$ cat config.mk
export PLATFORM = sky130hd
export DESIGN_NAME = surfturf_wb_splitter
export DESIGN_NICKNAME = d
export VERILOG_FILES = /design/src/rtl/surfturf_wb_splitter_pkg.sv /design/src/rtl/surfturf_wb_splitter.sv
export SDC_FILE = /design/constraint.sdc
export NUM_CORES = 1
export LEC_CHECK = 0
export CAP_MARGIN = 10
export CORE_AREA = 2 2 323 325
export DETAILED_ROUTE_END_ITERATION = 8
export DIE_AREA = 0 0 325 327
export GPL_TIMING_DRIVEN = 0
export MAX_ROUTING_LAYER = met4
export PLACE_DENSITY = 0.33
export RECOVER_POWER = 100
export SLEW_MARGIN = 10
export SYNTH_ARGS = -nofsm -noshare
export SYNTH_HDL_FRONTEND = slang
export SYNTH_SLANG_ARGS = --single-unit
$ cat constraint.sdc
create_clock -name wb_clk_i -period 2.7 [get_ports wb_clk_i]
set_input_delay 0.54 -clock wb_clk_i [delete_from_list [all_inputs] [get_ports wb_clk_i]]
set_output_delay 0.54 -clock wb_clk_i [all_outputs]
set_load 0.02 [all_outputs]
$ cat src/rtl/surfturf_wb_splitter_pkg.sv
// surfturf_wb_splitter_pkg
//   Shared definitions for the surfturf Wishbone splitter: default parameter
//   values, the splitter FSM state type with its state constants, and a small
//   saturating-increment helper used by the timeout statistics counter.
package surfturf_wb_splitter_pkg;

  localparam int SURFTURF_NUM_SLV_DEF = 8;
  localparam int SURFTURF_SLV_AW_DEF  = 6;
  localparam int SURFTURF_ADR_W_DEF   = 12;
  localparam int SURFTURF_TIMEOUT_DEF = 255;

  typedef logic [1:0] wbs_state_t;

  localparam wbs_state_t ST_IDLE = 2'd0;
  localparam wbs_state_t ST_BUSY = 2'd1;
  localparam wbs_state_t ST_RESP = 2'd2;

  // Increment that sticks at all-ones instead of wrapping.
  function automatic logic [7:0] sat_inc8(input logic [7:0] value);
    return (value == 8'hFF) ? value : value + 8'd1;
  endfunction

endpackage

$ cat src/rtl/surfturf_wb_splitter.sv
// surfturf_wb_splitter
//   Splits one upstream Wishbone initiator onto NUM_SLV windowed targets plus
//   one auxiliary target that owns the upper half of the address space.
//   One transaction is in flight at a time: IDLE accepts, BUSY waits for the
//   selected target (bounded by TIMEOUT), RESP returns a one-cycle ack/err.
//
// Ports
//   wb_clk_i, wb_rst_n_i        clock, synchronous active-low reset
//   wb_cyc/stb/we/adr/dat/sel_i upstream request
//   wb_ack/err/rty_o, wb_dat_o  upstream response (rty is always 0)
//   s_*                         per-target request/response lanes, flattened
//   aux_*                       auxiliary target (adr[ADR_W-1] = 1)
//   timeout_cnt_o               saturating count of timeouts
//   err_adr_o                   address of the most recent errored access
module surfturf_wb_splitter
  import surfturf_wb_splitter_pkg::*;
#(
  parameter int NUM_SLV = SURFTURF_NUM_SLV_DEF,
  parameter int SLV_AW  = SURFTURF_SLV_AW_DEF,
  parameter int ADR_W   = SURFTURF_ADR_W_DEF,
  parameter int TIMEOUT = SURFTURF_TIMEOUT_DEF
) (
  input  logic                    wb_clk_i,
  input  logic                    wb_rst_n_i,
  input  logic                    wb_cyc_i,
  input  logic                    wb_stb_i,
  input  logic                    wb_we_i,
  input  logic [ADR_W-1:0]        wb_adr_i,
  input  logic [31:0]             wb_dat_i,
  input  logic [3:0]              wb_sel_i,
  output logic                    wb_ack_o,
  output logic                    wb_err_o,
  output logic                    wb_rty_o,
  output logic [31:0]             wb_dat_o,
  output logic [NUM_SLV-1:0]      s_cyc_o,
  output logic [NUM_SLV-1:0]      s_stb_o,
  output logic [NUM_SLV-1:0]      s_we_o,
  output logic [NUM_SLV*SLV_AW-1:0] s_adr_o,
  output logic [NUM_SLV*32-1:0]   s_dat_o,
  output logic [NUM_SLV*4-1:0]    s_sel_o,
  input  logic [NUM_SLV-1:0]      s_ack_i,
  input  logic [NUM_SLV-1:0]      s_err_i,
  input  logic [NUM_SLV*32-1:0]   s_dat_i,
  output logic                    aux_cyc_o,
  output logic                    aux_stb_o,
  output logic                    aux_we_o,
  output logic [ADR_W-3:0]        aux_adr_o,
  output logic [31:0]             aux_dat_o,
  output logic [3:0]              aux_sel_o,
  input  logic                    aux_ack_i,
  input  logic [31:0]             aux_dat_i,
  output logic [7:0]              timeout_cnt_o,
  output logic [ADR_W-1:0]        err_adr_o
);

  localparam int IDX_W = (NUM_SLV > 1) ? $clog2(NUM_SLV) : 1;
  localparam logic [IDX_W:0] NUM_SLV_L = (IDX_W + 1)'(NUM_SLV);
  localparam logic [15:0]    TMO_LAST  = 16'(TIMEOUT - 1);

  // Address bits between the target index and the aux-select bit; any of
  // them set means the address falls in a hole of the lower half.
  function automatic logic [ADR_W-1:0] pad_mask();
    logic [ADR_W-1:0] m;
    m = '0;
    for (int i = 0; i < ADR_W; i++) begin
      m[i] = (i >= SLV_AW + IDX_W) && (i <= ADR_W - 2);
    end
    return m;
  endfunction

  localparam logic [ADR_W-1:0] PAD_MASK = pad_mask();

  wbs_state_t        state_r;
  logic [ADR_W-1:0]  adr_r;
  logic [31:0]       dat_r;
  logic [3:0]        sel_r;
  logic              we_r;
  logic [NUM_SLV-1:0] s_stb_r;
  logic              aux_stb_r;
  logic [15:0]       tmo_r;
  logic              ack_r;
  logic              err_r;
  logic [31:0]       wb_dat_r;
  logic [7:0]        timeout_cnt_r;
  logic [ADR_W-1:0]  err_adr_r;

  logic              dec_aux_s;
  logic [IDX_W-1:0]  dec_idx_s;
  logic              dec_unmapped_s;
  logic [NUM_SLV-1:0] dec_onehot_s;
  logic              rsp_ack_s;
  logic              rsp_err_s;
  logic [31:0]       rsp_dat_s;

  // Decode the live upstream address into aux / target one-hot / unmapped.
  always_comb begin
    dec_aux_s      = wb_adr_i[ADR_W-1];
    dec_idx_s      = wb_adr_i[SLV_AW +: IDX_W];
    dec_unmapped_s = !dec_aux_s &&
                     (({1'b0, dec_idx_s} >= NUM_SLV_L) || (|(wb_adr_i & PAD_MASK)));
    dec_onehot_s   = '0;
    for (int i = 0; i < NUM_SLV; i++) begin
      dec_onehot_s[i] = (dec_idx_s == i[IDX_W-1:0]);
    end
  end

  // Response mux: the registered one-hot strobe doubles as the lane select,
  // so only the addressed target can ack, err or supply data.
  always_comb begin
    rsp_dat_s = aux_stb_r ? aux_dat_i : 32'h0000_0000;
    for (int i = 0; i < NUM_SLV; i++) begin
      rsp_dat_s = rsp_dat_s | (s_dat_i[i*32 +: 32] & {32{s_stb_r[i]}});
    end
    rsp_ack_s = (aux_stb_r & aux_ack_i) | (|(s_ack_i & s_stb_r));
    rsp_err_s = |(s_err_i & s_stb_r);
  end

  // Transaction FSM with registered downstream strobes and upstream response.
  always_ff @(posedge wb_clk_i) begin
    if (!wb_rst_n_i) begin
      state_r       <= ST_IDLE;
      adr_r         <= '0;
      dat_r         <= 32'h0000_0000;
      sel_r         <= 4'h0;
      we_r          <= 1'b0;
      s_stb_r       <= '0;
      aux_stb_r     <= 1'b0;
      tmo_r         <= 16'h0000;
      ack_r         <= 1'b0;
      err_r         <= 1'b0;
      wb_dat_r      <= 32'h0000_0000;
      timeout_cnt_r <= 8'h00;
      err_adr_r     <= '0;
    end else begin
      case (state_r)
        ST_IDLE: begin
          ack_r <= 1'b0;
          err_r <= 1'b0;
          if (wb_cyc_i && wb_stb_i) begin
            adr_r <= wb_adr_i;
            dat_r <= wb_dat_i;
            sel_r <= wb_sel_i;
            we_r  <= wb_we_i;
            tmo_r <= 16'h0000;
            if (dec_unmapped_s) begin
              // Holes answer immediately without touching any target.
              state_r   <= ST_RESP;
              err_r     <= 1'b1;
              wb_dat_r  <= 32'h0000_0000;
              err_adr_r <= wb_adr_i;
            end else begin
              state_r   <= ST_BUSY;
              s_stb_r   <= dec_aux_s ? '0 : dec_onehot_s;
              aux_stb_r <= dec_aux_s;
            end
          end else begin
            state_r <= ST_IDLE;
          end
        end
        ST_BUSY: begin
          if (!wb_cyc_i) begin
            // Initiator abandoned the cycle: quietly release the target.
            state_r   <= ST_IDLE;
            s_stb_r   <= '0;
            aux_stb_r <= 1'b0;
          end else if (rsp_err_s) begin
            // Checked before ack so a simultaneous ack+err reports err.
            state_r   <= ST_RESP;
            s_stb_r   <= '0;
            aux_stb_r <= 1'b0;
            err_r     <= 1'b1;
            wb_dat_r  <= 32'h0000_0000;
            err_adr_r <= adr_r;
          end else if (rsp_ack_s) begin
            state_r   <= ST_RESP;
            s_stb_r   <= '0;
            aux_stb_r <= 1'b0;
            ack_r     <= 1'b1;
            wb_dat_r  <= rsp_dat_s;
          end else if (tmo_r == TMO_LAST) begin
            state_r       <= ST_RESP;
            s_stb_r       <= '0;
            aux_stb_r     <= 1'b0;
            err_r         <= 1'b1;
            wb_dat_r      <= 32'h0000_0000;
            err_adr_r     <= adr_r;
            timeout_cnt_r <= sat_inc8(timeout_cnt_r);
          end else begin
            tmo_r <= tmo_r + 16'd1;
          end
        end
        ST_RESP: begin
          state_r <= ST_IDLE;
          ack_r   <= 1'b0;
          err_r   <= 1'b0;
        end
        default: begin
          state_r   <= ST_IDLE;
          s_stb_r   <= '0;
          aux_stb_r <= 1'b0;
          ack_r     <= 1'b0;
          err_r     <= 1'b0;
        end
      endcase
    end
  end

  assign wb_ack_o      = ack_r;
  assign wb_err_o      = err_r;
  assign wb_rty_o      = 1'b0;
  assign wb_dat_o      = wb_dat_r;

  // The registered request is broadcast; only cyc/stb qualify a lane.
  assign s_cyc_o       = s_stb_r;
  assign s_stb_o       = s_stb_r;
  assign s_we_o        = {NUM_SLV{we_r}};
  assign s_adr_o       = {NUM_SLV{adr_r[SLV_AW-1:0]}};
  assign s_dat_o       = {NUM_SLV{dat_r}};
  assign s_sel_o       = {NUM_SLV{sel_r}};

  assign aux_cyc_o     = aux_stb_r;
  assign aux_stb_o     = aux_stb_r;
  assign aux_we_o      = we_r;
  assign aux_adr_o     = adr_r[ADR_W-3:0];
  assign aux_dat_o     = dat_r;
  assign aux_sel_o     = sel_r;

  assign timeout_cnt_o = timeout_cnt_r;
  assign err_adr_o     = err_adr_r;

endmodule

Word level (Yosys, flattened, before mapping):

Index checks and enable logic that the tools add are counted.

* output and inout bits: 464
* logic and storage cells: 129
* bits in registers: 130

* add/subtract/negate cells: 2
* equal/unequal tests: 22
* bitwise gates (word level): 24
* reductions and logical operators: 18
* multiplexer cells: 50

Operators by type and width (count)
* $and A32 B32 Y32: 8
* $or A32 B32 Y32: 8
* $mux W32: 7
* $mux W16: 5
* $mux W12: 6
* $pmux W32 S2: 1
* $mux W8: 7
* $pmux W16 S2: 1
* $pmux W12 S2: 1
* $pmux W8 S3: 1
* $reduce_and A6 Y1: 3
* $add A16 B1 Y16 const B: 1
* $and A8 B8 Y8: 2
* $eq A16 B8 Y1 const B: 1
* $reduce_or A8 Y1: 2
* $ne A2 B2 Y1 const B: 7
* $eq A3 B3 Y1 const B: 4
* $mux W1: 12
* $mux W2: 6
* $add A8 B1 Y8 const B: 1
* $eq A8 B8 Y1 const B: 1
* $eq A3 B2 Y1 const B: 2
* $ne A3 B3 Y1 const B: 2
* $reduce_and A3 Y1: 2
* 20 further kinds: 25

Longest topological paths before layout:

Gate-level depths: netlist of run 1.

* depth in word-level cells: 13
* gate-level depth with buffers: 9

Least setup slack after synthesis of run 1:

OpenSTA, ideal clock, no wires.

* kind: flip-flop to flip-flop
* from: register s_stb_r[0], in the netlist s_cyc_o[0]
* to: register tmo_r[15]
* arrival: 2.380 ns
* buffers on the path: 2
* cell stages (with the launch flop): 8
* period minus slack after synthesis: 2.501 ns
* library setup time: 0.121 ns
* slack: 0.199 ns
* path through: dfxtp_1 buf_2 a22oi_1 nand3_1 or4_2 clkbuf_1 nor4b_1 mux2_2

* cells in the longest elaborated chain, start to end: 5
* elaborated cells between the ends (all ways): 8
* those cells by class: eq/ne (2); bitwise (3); reduce/logical (3)

Ends and longest elaborated chain
* start, declared: line surfturf_wb_splitter.sv:78 `logic [NUM_SLV-1:0] s_stb_r;`
* start signal, assigned: line surfturf_wb_splitter.sv:153 `s_stb_r <= dec_aux_s ? '0 : dec_onehot_s;`
* $and A8 B8 Y8: line surfturf_wb_splitter.sv:114 `rsp_ack_s = (aux_stb_r & aux_ack_i) | (|(s_ack_i & s_stb_r));`
* $reduce_or A8 Y1: line surfturf_wb_splitter.sv:114
* $or A1 B1 Y1: line surfturf_wb_splitter.sv:114
* $ne A2 B2 Y1 (no source line)
* $reduce_and A6 Y1 (no source line) *
* end signal, assigned: line surfturf_wb_splitter.sv:189 `tmo_r <= tmo_r + 16'd1;`
* end, declared: line surfturf_wb_splitter.sv:80 `logic [15:0] tmo_r;`

Mark *: on every way between the ends. The rest lies on a longest branch, timed or not.
A chain may end at the register's enable or synchronous reset.

Worst setup path after layout of run 1:

* from: register tmo_r[0]
* to: register timeout_cnt_r[3], in the netlist timeout_cnt_o[3]

* cells in the longest elaborated chain, start to end: 2

Ends and longest elaborated chain
* $eq A16 B8 Y1: line surfturf_wb_splitter.sv:180 `end else if (tmo_r == TMO_LAST) begin`
* $reduce_and A6 Y1 (no source line)
* end signal, assigned: line surfturf_wb_splitter.sv:187 `timeout_cnt_r <= sat_inc8(timeout_cnt_r);`
* end, declared: line surfturf_wb_splitter.sv:84 `logic [7:0] timeout_cnt_r;`

Every way passes these cells.

==> results of run 1 <==
==> layout make-up <==
class	instances	area, um2	area share, %
diodes	19	47.55	0.2319
repair buffers	823	8230	40.15
flip-flops and latches	130	2605	12.71
plain buffers	446	3161	15.42
clock buffers	17	425.4	2.075
clock inverters	15	157.7	0.7691
inverters	7	26.28	0.1282
well taps	1380	1727	8.423
multi-input cells	660	4119	20.09
==> per-stage QoR <==
step	TNS (ns)	setup slack (ns)	util, %	hold WS [ns]	total power, mW
5_1_grt	-0.01845	-0.01055	19.91	0.4741	7.193
6_report	0	0.07137	19.92	0.4568	6.801
3_5_place_dp	-68.43	-0.8933	19.13	0.4499	4.503
4_1_cts	-0.01758	-0.01376	19.81	0.4596	7.107
3_3_place_gp	-64.35	-0.8863	19.13	0.4442	4.495
2_1_floorplan	0	0.1992	-	0.4367	3.088
==> metal layers <==
metal / vias to the layer above / routed length (um) / track usage [%]
met4: 0 / 1016 / 2.758
li1: 5770 / - / -
met2: 601 / 40140 / 26.10
met5: - / 0 / -
met1: 5697 / 27400 / 14.22
met3: 68 / 5806 / 4.893
==> placed cells by master, fill, tap and decap left out, types with 4 or more instances in the layout <==
master,synthesis,final
diode_2,0,19
mux2i_1,52,52
a221oi_1,32,32
clkinvlp_4,0,4
nand4_1,7,7
or4_1,17,16
a31oi_1,5,5
clkbuf_4,0,6
nand3_1,56,55
or3_1,17,17
nor2b_1,4,4
buf_2,13,7
a22o_1,32,32
buf_4,364,373
o31ai_1,10,10
buf_6,2,4
dfxtp_1,130,128
nor2_1,29,28
a21oi_1,70,69
a22oi_1,40,38
nand2_1,202,200
o21ai_0,6,6
inv_1,7,7
and3_1,6,6
clkdlybuf4s50_1,0,391
clkbuf_16,0,17
dlygate4sd3_1,0,429
clkbuf_2,0,5
clkbuf_1,65,51
a222oi_1,32,32
==> cells by family (layout without fill, tap and decap cells) <==
logic type	after synthesis	after routing	share of synthesized area, %
adder cells (fa/ha/maj)	3	3	0.3851
buffers and inverters	453	1308	31.88
multiplexers	53	53	5.454
other	1	20	0.03846
AND/OR/NAND/NOR	358	358	16.91
AO/OA/AOI/OAI	245	245	18.63
flip-flops	130	130	26.69
==> timing repair <==
action / CTS / global route
endpoints found under the hold margin: 0 / 0
pin swaps: 7 / 3
gates resized for setup: 40 / 22
endpoints found under the setup margin: 96 / 73
setup buffers: 1 / 2
==> state kept, by name, indices dropped and copies added, names as in the netlist <==
name and cells:
aux_we_o 1, s_cyc_o 8, wb_dat_o 32, wb_err_o 1, err_adr_o 12, tmo_r 16
aux_cyc_o 1, wb_ack_o 1, aux_dat_o 32, state_r 2, timeout_cnt_o 8, adr_r 12
aux_sel_o 4
==> how the worst max path moves through the flow <==
stage / slack, ns / cells past startpoint / endpoint
4_1_cts: -0.01 / 7 / tmo_r[15]
3_3_place_gp: -0.89 / 7 / aux_cyc_o
5_1_grt: -0.01 / 8 / timeout_cnt_o[5]
6_report: 0.07 / 8 / timeout_cnt_o[3]
2_1_floorplan: 0.20 / 7 / tmo_r[15]
3_5_place_dp: -0.89 / 7 / aux_cyc_o
==> worst min-delay path: stages, from the launching register on <==
cell and delay, ns:
dfxtp_1 0.31, nand2_1 0.05, mux2i_1 0.05
==> power by group through the flow <==
| stage | Combinational [mW] | Sequential (mW) | Clock, mW |
|---|---|---|---|
| global route | 2.38 | 2.09 | 2.72 |
| global placement | 2.38 | 2.12 | 0 |
| CTS | 2.39 | 2.08 | 2.63 |
| floorplan | 0.961 | 2.13 | 0 |
| detailed placement | 2.38 | 2.12 | 0 |
| finish | 2.24 | 2.07 | 2.49 |
==> run summary, run 1 <==
Cell count after synthesis - 1243
Final min period - 2.629 ns
Violated checks - DRC
Grt ovf - 0
Sw Share - 32.66%
Top-count cell post-synth - buf_4
Top cells by count, synth - buf_4 (364), nand2_1 (202), dfxtp_1 (130)
Critical path startpoint - tmo_r[0]
Worst-path clk slew - 0.06 ns
R2r worst-path depth - 8
Clock buffer depth - 2
Layout Cells excl Fill - 3497
Crit. End Element - flop
I/O pin cnt - 822
Synth Cell Area - 0.009749 mm2
WL per Instance - 21.26 um
CP max FO - 7
Fin. max-slew vios - 0
Share of cells above drive strength 1 - 21.64%
Final hold violations - 0
CP Launch Type - flop
Seq pwr share - 30.5%
Number of DRC markers in iteration 0 - 588
Clk Latency, worst-skew pair - 0.49 ns
HP Start - err_adr_o[9]
CTS tree - done
Hold Path Depth - 2
Clock buffer count from CTS - 17
Placed Instances - 3443
ANT nets after route - 0
R2r setup slk - 0.07 ns
Top-area cell type share of the netlist area - 28.03%
Die area - 0.1063 mm2
Top FF cell, synth - dfxtp_1
Worst-Margin Slew - 1.027 ns
Worst R2R Start - tmo_r[0]
Fin Clk Skew - 0.02390 ns
Root Driver - clkbuf_16
Sw power - 2.222 mW
Post-route DRC - 6
Slowest cell on the critical path - or4_1
DRT Pass-1 Iters - 9
Via count - 12140
Synth Warn # - 0
Max H-tree Level - 4
Number of flops mapped to enable cells by yosys - 0
Core Region - 0.1029 mm2
Asr flop ratio synth - 0%
Fmax - 380.4 MHz
HP Class - reg -> reg
Placed cell areas - 0.01968 mm2
Outcome - complete, but fails checks
Clk network pwr share - 36.5%
Max-Cap Viols - 0
Fillcell total - 11510
Worst path top cell family by delay - simple AND/OR/NAND/NOR gates
Gpl congestion - 0.8024
Crit-path cells - inv_1 > ha_1 > or4b_1 > or4_1 > buf_6 > a31o_4 > or4_1 > a21oi_1
Area leader, netlist - buf_4
Internal power - 4.580 mW
Vias in the first global route - 12430
Initial core utilization - 9.474%
Design Area, Final - 0.02050 mm2
First-pass GRT wire length - 101800 um
Worst Setup Path Type - reg -> reg
Largest stage delay, worst path - 0.50 ns
Combinational fraction of design power - 33.0%
Rows - 118
Die width - 325 um
Die height - 327 um
Hold_buf cts - 0
Synth top area cells - buf_4 (28%), dfxtp_1 (27%), nand2_1 (7.8%), mux2i_1 (5.3%), a21oi_1 (3.6%)
Bufs and invs on worst path - 2
Crit Reg-Reg Endpoint - timeout_cnt_o[3]
# setup viols final - 0
PwrDens - 331.8 mW/mm2
Synth unique cells - 56
Register area share after synthesis - 26.69%
Largest net degree at the start of global routing - 17
Routed WL - 74360 um
Initial antenna violation count - 35
Worst EP required - 3.10 ns
Yosys reg bits - 130
Post-Syn Nets - 1604
Synth-to-Final Area Change - 110.3%
GRT Resource Usage Total - 14.06%
CP most frequent cell - or4_1
WP data arrival - 3.03 ns
Worst slew margin - 31.56%
Final period util - 97.36%
Sink Count - 130
VDD IR max - 0.3502 mV
NumNets Final - 2446
Number of vias per cell - 3.470
PortBufs - 820
DPL Wire Length - 63420 um
Worst Hold Path EP - err_adr_o[9]
Avg Synthesized Cell Area - 7.843 um2
Leakage - 9.256 nW
Note: power is estimated with default switching activity, not from simulation.
==> run 2, diff against run 1 <==
Settings changed: CORE_AREA 2 2 323 325 to 2 2 319 321, DIE_AREA 0 0 325 327 to 0 0 321 323.
Clock period 2.7 ns to 3.15 ns, I/O delays scaled along.
==> run 2 against run 1 <==
Effect of this change: the run now ends clean; cell count down 2.3%; highest routed layer unchanged; sequential power decreased by 14%; fmax decreased by 11%; die area decreased by 2.4%; critical path depth rose by 1; largest power group unchanged; routed wire length is 2.0% higher.
==> run summary, run 2 (synthesized netlist as in run 1, its figures left out) <==
Outcome - complete, no violations
Total power - 5.983 mW (-12%)
WP data arrival - 3.29 ns (+0.26 ns)
Routed WL - 75830 um (+2.0%)
Vias in the first global route - 12260 (-1.4%)
Clk network pwr share - 38.3% (+1.8 points)
Share of cells above drive strength 1 - 20.21% (-1.4 points)
Die width - 321 um (-1.2%)
Rows - 117 (-0.85%)
Clock buffer count from CTS - 17 (unchanged)
Worst slew margin - 9.104% (-22 points)
Die area - 0.1037 mm2 (-2.4%)
Final min period - 2.944 ns (+0.3152 ns)
Clk Latency, worst-skew pair - 0.48 ns (about the same)
Post-route DRC - 0 (-6)
Final core occ - 20.11% (+0.19 points)
Seq pwr share - 29.7% (-0.8 points)
Via count - 12060 (-0.59%)
Core Region - 0.1007 mm2 (-2.1%)
Design Area, Final - 0.02025 mm2 (-1.2%)
Initial core utilization - 9.680% (+0.21 points)
WL per Instance - 22.21 um (+4.4%)
Sink Count - 130 (unchanged)
Number of vias per cell - 3.533 (+1.8%)
Fmax - 339.7 MHz (-11%)
CP max FO - 10 (+3)
Most frequent cells in the layout - dlygate4sd3_1 (464), buf_4 (364), clkdlybuf4s50_1 (356), nand2_1 (201), dfxtp_1 (130)
Commonest non-fill, non-tap cell in the layout - dlygate4sd3_1
CP Launch Type - flop
Largest net degree at the start of global routing - 17 (unchanged)
ANT nets after route - 0 (unchanged)
Combinational fraction of design power - 32.0% (-1.0 points)
Crit. End Element - flop
Max H-tree Level - 4 (unchanged)
Synth-to-Final Area Change - 107.8%
DRT Pass-1 Iters - 8 (-1)
Final period util - 93.45% (-3.9 points)
Hold_buf cts - 0 (unchanged)
First-pass GRT wire length - 100100 um (-1.7%)
Gpl congestion - 0.8170 (+1.8%)
Post-CTS Setup Bufs - 0 (-1)
CTS tree - done
Worst-path clk slew - 0.07 ns (about the same)
NumNets Final - 2442 (-0.16%)
Sw Share - 31.62% (-1.0 points)
Final hold violations - 0 (unchanged)
Number of DRC markers in iteration 0 - 525 (-11%)
Fin. max-slew vios - 0 (unchanged)
VDD IR max - 0.3741 mV (+6.8%)
Leakage - 9.296 nW (+0.42%)
Grt ovf - 0 (unchanged)
Placed cell areas - 0.01960 mm2 (-0.45%)
Worst-Margin Slew - 1.363 ns (+0.3368 ns)
RSZ-0062 raised after global routing - no
Root Driver - clkbuf_16
PortBufs - 820 (unchanged)
Worst Setup Path Type - reg -> reg
Max-Cap Viols - 0 (unchanged)
Initial antenna violation count - 22 (-37%)
Clock buffer depth - 2 (unchanged)
Sw power - 1.892 mW (-15%)
Fin Clk Skew - 0.02632 ns (+0.002428 ns)
Internal power - 4.091 mW (-11%)
# setup viols final - 0 (unchanged)
HP Class - reg -> reg
Die height - 323 um (-1.2%)
DPL Wire Length - 64610 um (+1.9%)
Worst EP required - 3.49 ns (+0.39 ns)
PwrDens - 295.4 mW/mm2 (-11%)
I/O pin cnt - 822 (unchanged)
GRT Resource Usage Total - 14.42% (+0.36 points)
run 2: changes by cell type in the layout (fill, tap and decap cells not counted), sizes merged:
cell	delta
clkdlybuf4s50	-35
dlygate4sd3	+35
buf	-9
clkbuf	+8
diode	-6
clkinvlp	-4
bufinv	+2
clkinv	-1
inv	-1
run 2: path summary, 6_finish.rpt:
kind	startpoint	slack (ns)	cells past startpoint	to
setup / recovery	tmo_r[0]	0.21	9	wb_dat_o[17]
hold reg to reg	err_adr_o[5]	0.46	2	err_adr_o[5]
setup reg to reg	tmo_r[0]	0.21	9	wb_dat_o[17]
hold / removal	err_adr_o[5]	0.46	2	err_adr_o[5]
run 2: metrics by stage:
| stage | setup WS [ns] | cells | hold slack (ns) | TNS, ns |
|---|---|---|---|---|
| global placement | -0.6861 | 3372 | 0.4454 | -28.19 |
| detailed placement | -0.7445 | 3372 | 0.4541 | -31.91 |
| finish | 0.2062 | 3415 | 0.4559 | 0 |
| global route | 0.03354 | 3414 | 0.4813 | 0 |
| floorplan | 0.5596 | 1243 | 0.4367 | 0 |
| CTS | 0.04394 | 3402 | 0.4635 | 0 |
run 2: final cells by class:
cell class	count	area [um2]
Antenna cell	13	32.53
Buffer	445	3077
Clock buffer	20	446.7
Clock inverter	11	177.7
Fill cell	11230	80460
Inverter	7	26.28
Multi-Input combinational cell	660	4046
Sequential cell	130	2603
Tap cell	1309	1638
Timing Repair Buffer	820	8208
run 2: worst max-delay path, cell delays in order (launching register included):
cell and delay, ns:
dfxtp_1 0.34, inv_1 0.07, ha_1 0.15, or4b_1 0.44, or4_1 0.46, buf_2 0.21
nand4b_2 0.28, nand2_2 0.27, clkbuf_2 0.39, mux2i_1 0.20
run 2: what timing repair did:
item	4_1_cts	5_1_grt
endpoints found under the setup margin	25	4
pin swaps	0	0
gates resized for setup	4	5
run 2: routing by layer:
metal / global-route usage [%] / routed length [um] / up-vias / share of wire, %
met1: 13.96 / 26780 / 5695 / 35
met3: 4.589 / 5930 / 60 / 7.8
met2: 27.58 / 41560 / 566 / 55
met5: - / 0 / - / 0
li1: - / - / 5743 / -
met4: 3.479 / 1561 / 0 / 2.1
run 2: power by group through the flow:
stage                     logic [mW]  clock network, mW  registers [mW]
after floorplan                0.823                  0            1.82
after global routing            2.03               2.46            1.79
final                           1.92               2.29            1.78
after global placement          2.05                  0            1.82
after CTS                       2.06               2.43            1.78
after detailed placement        2.05                  0            1.82
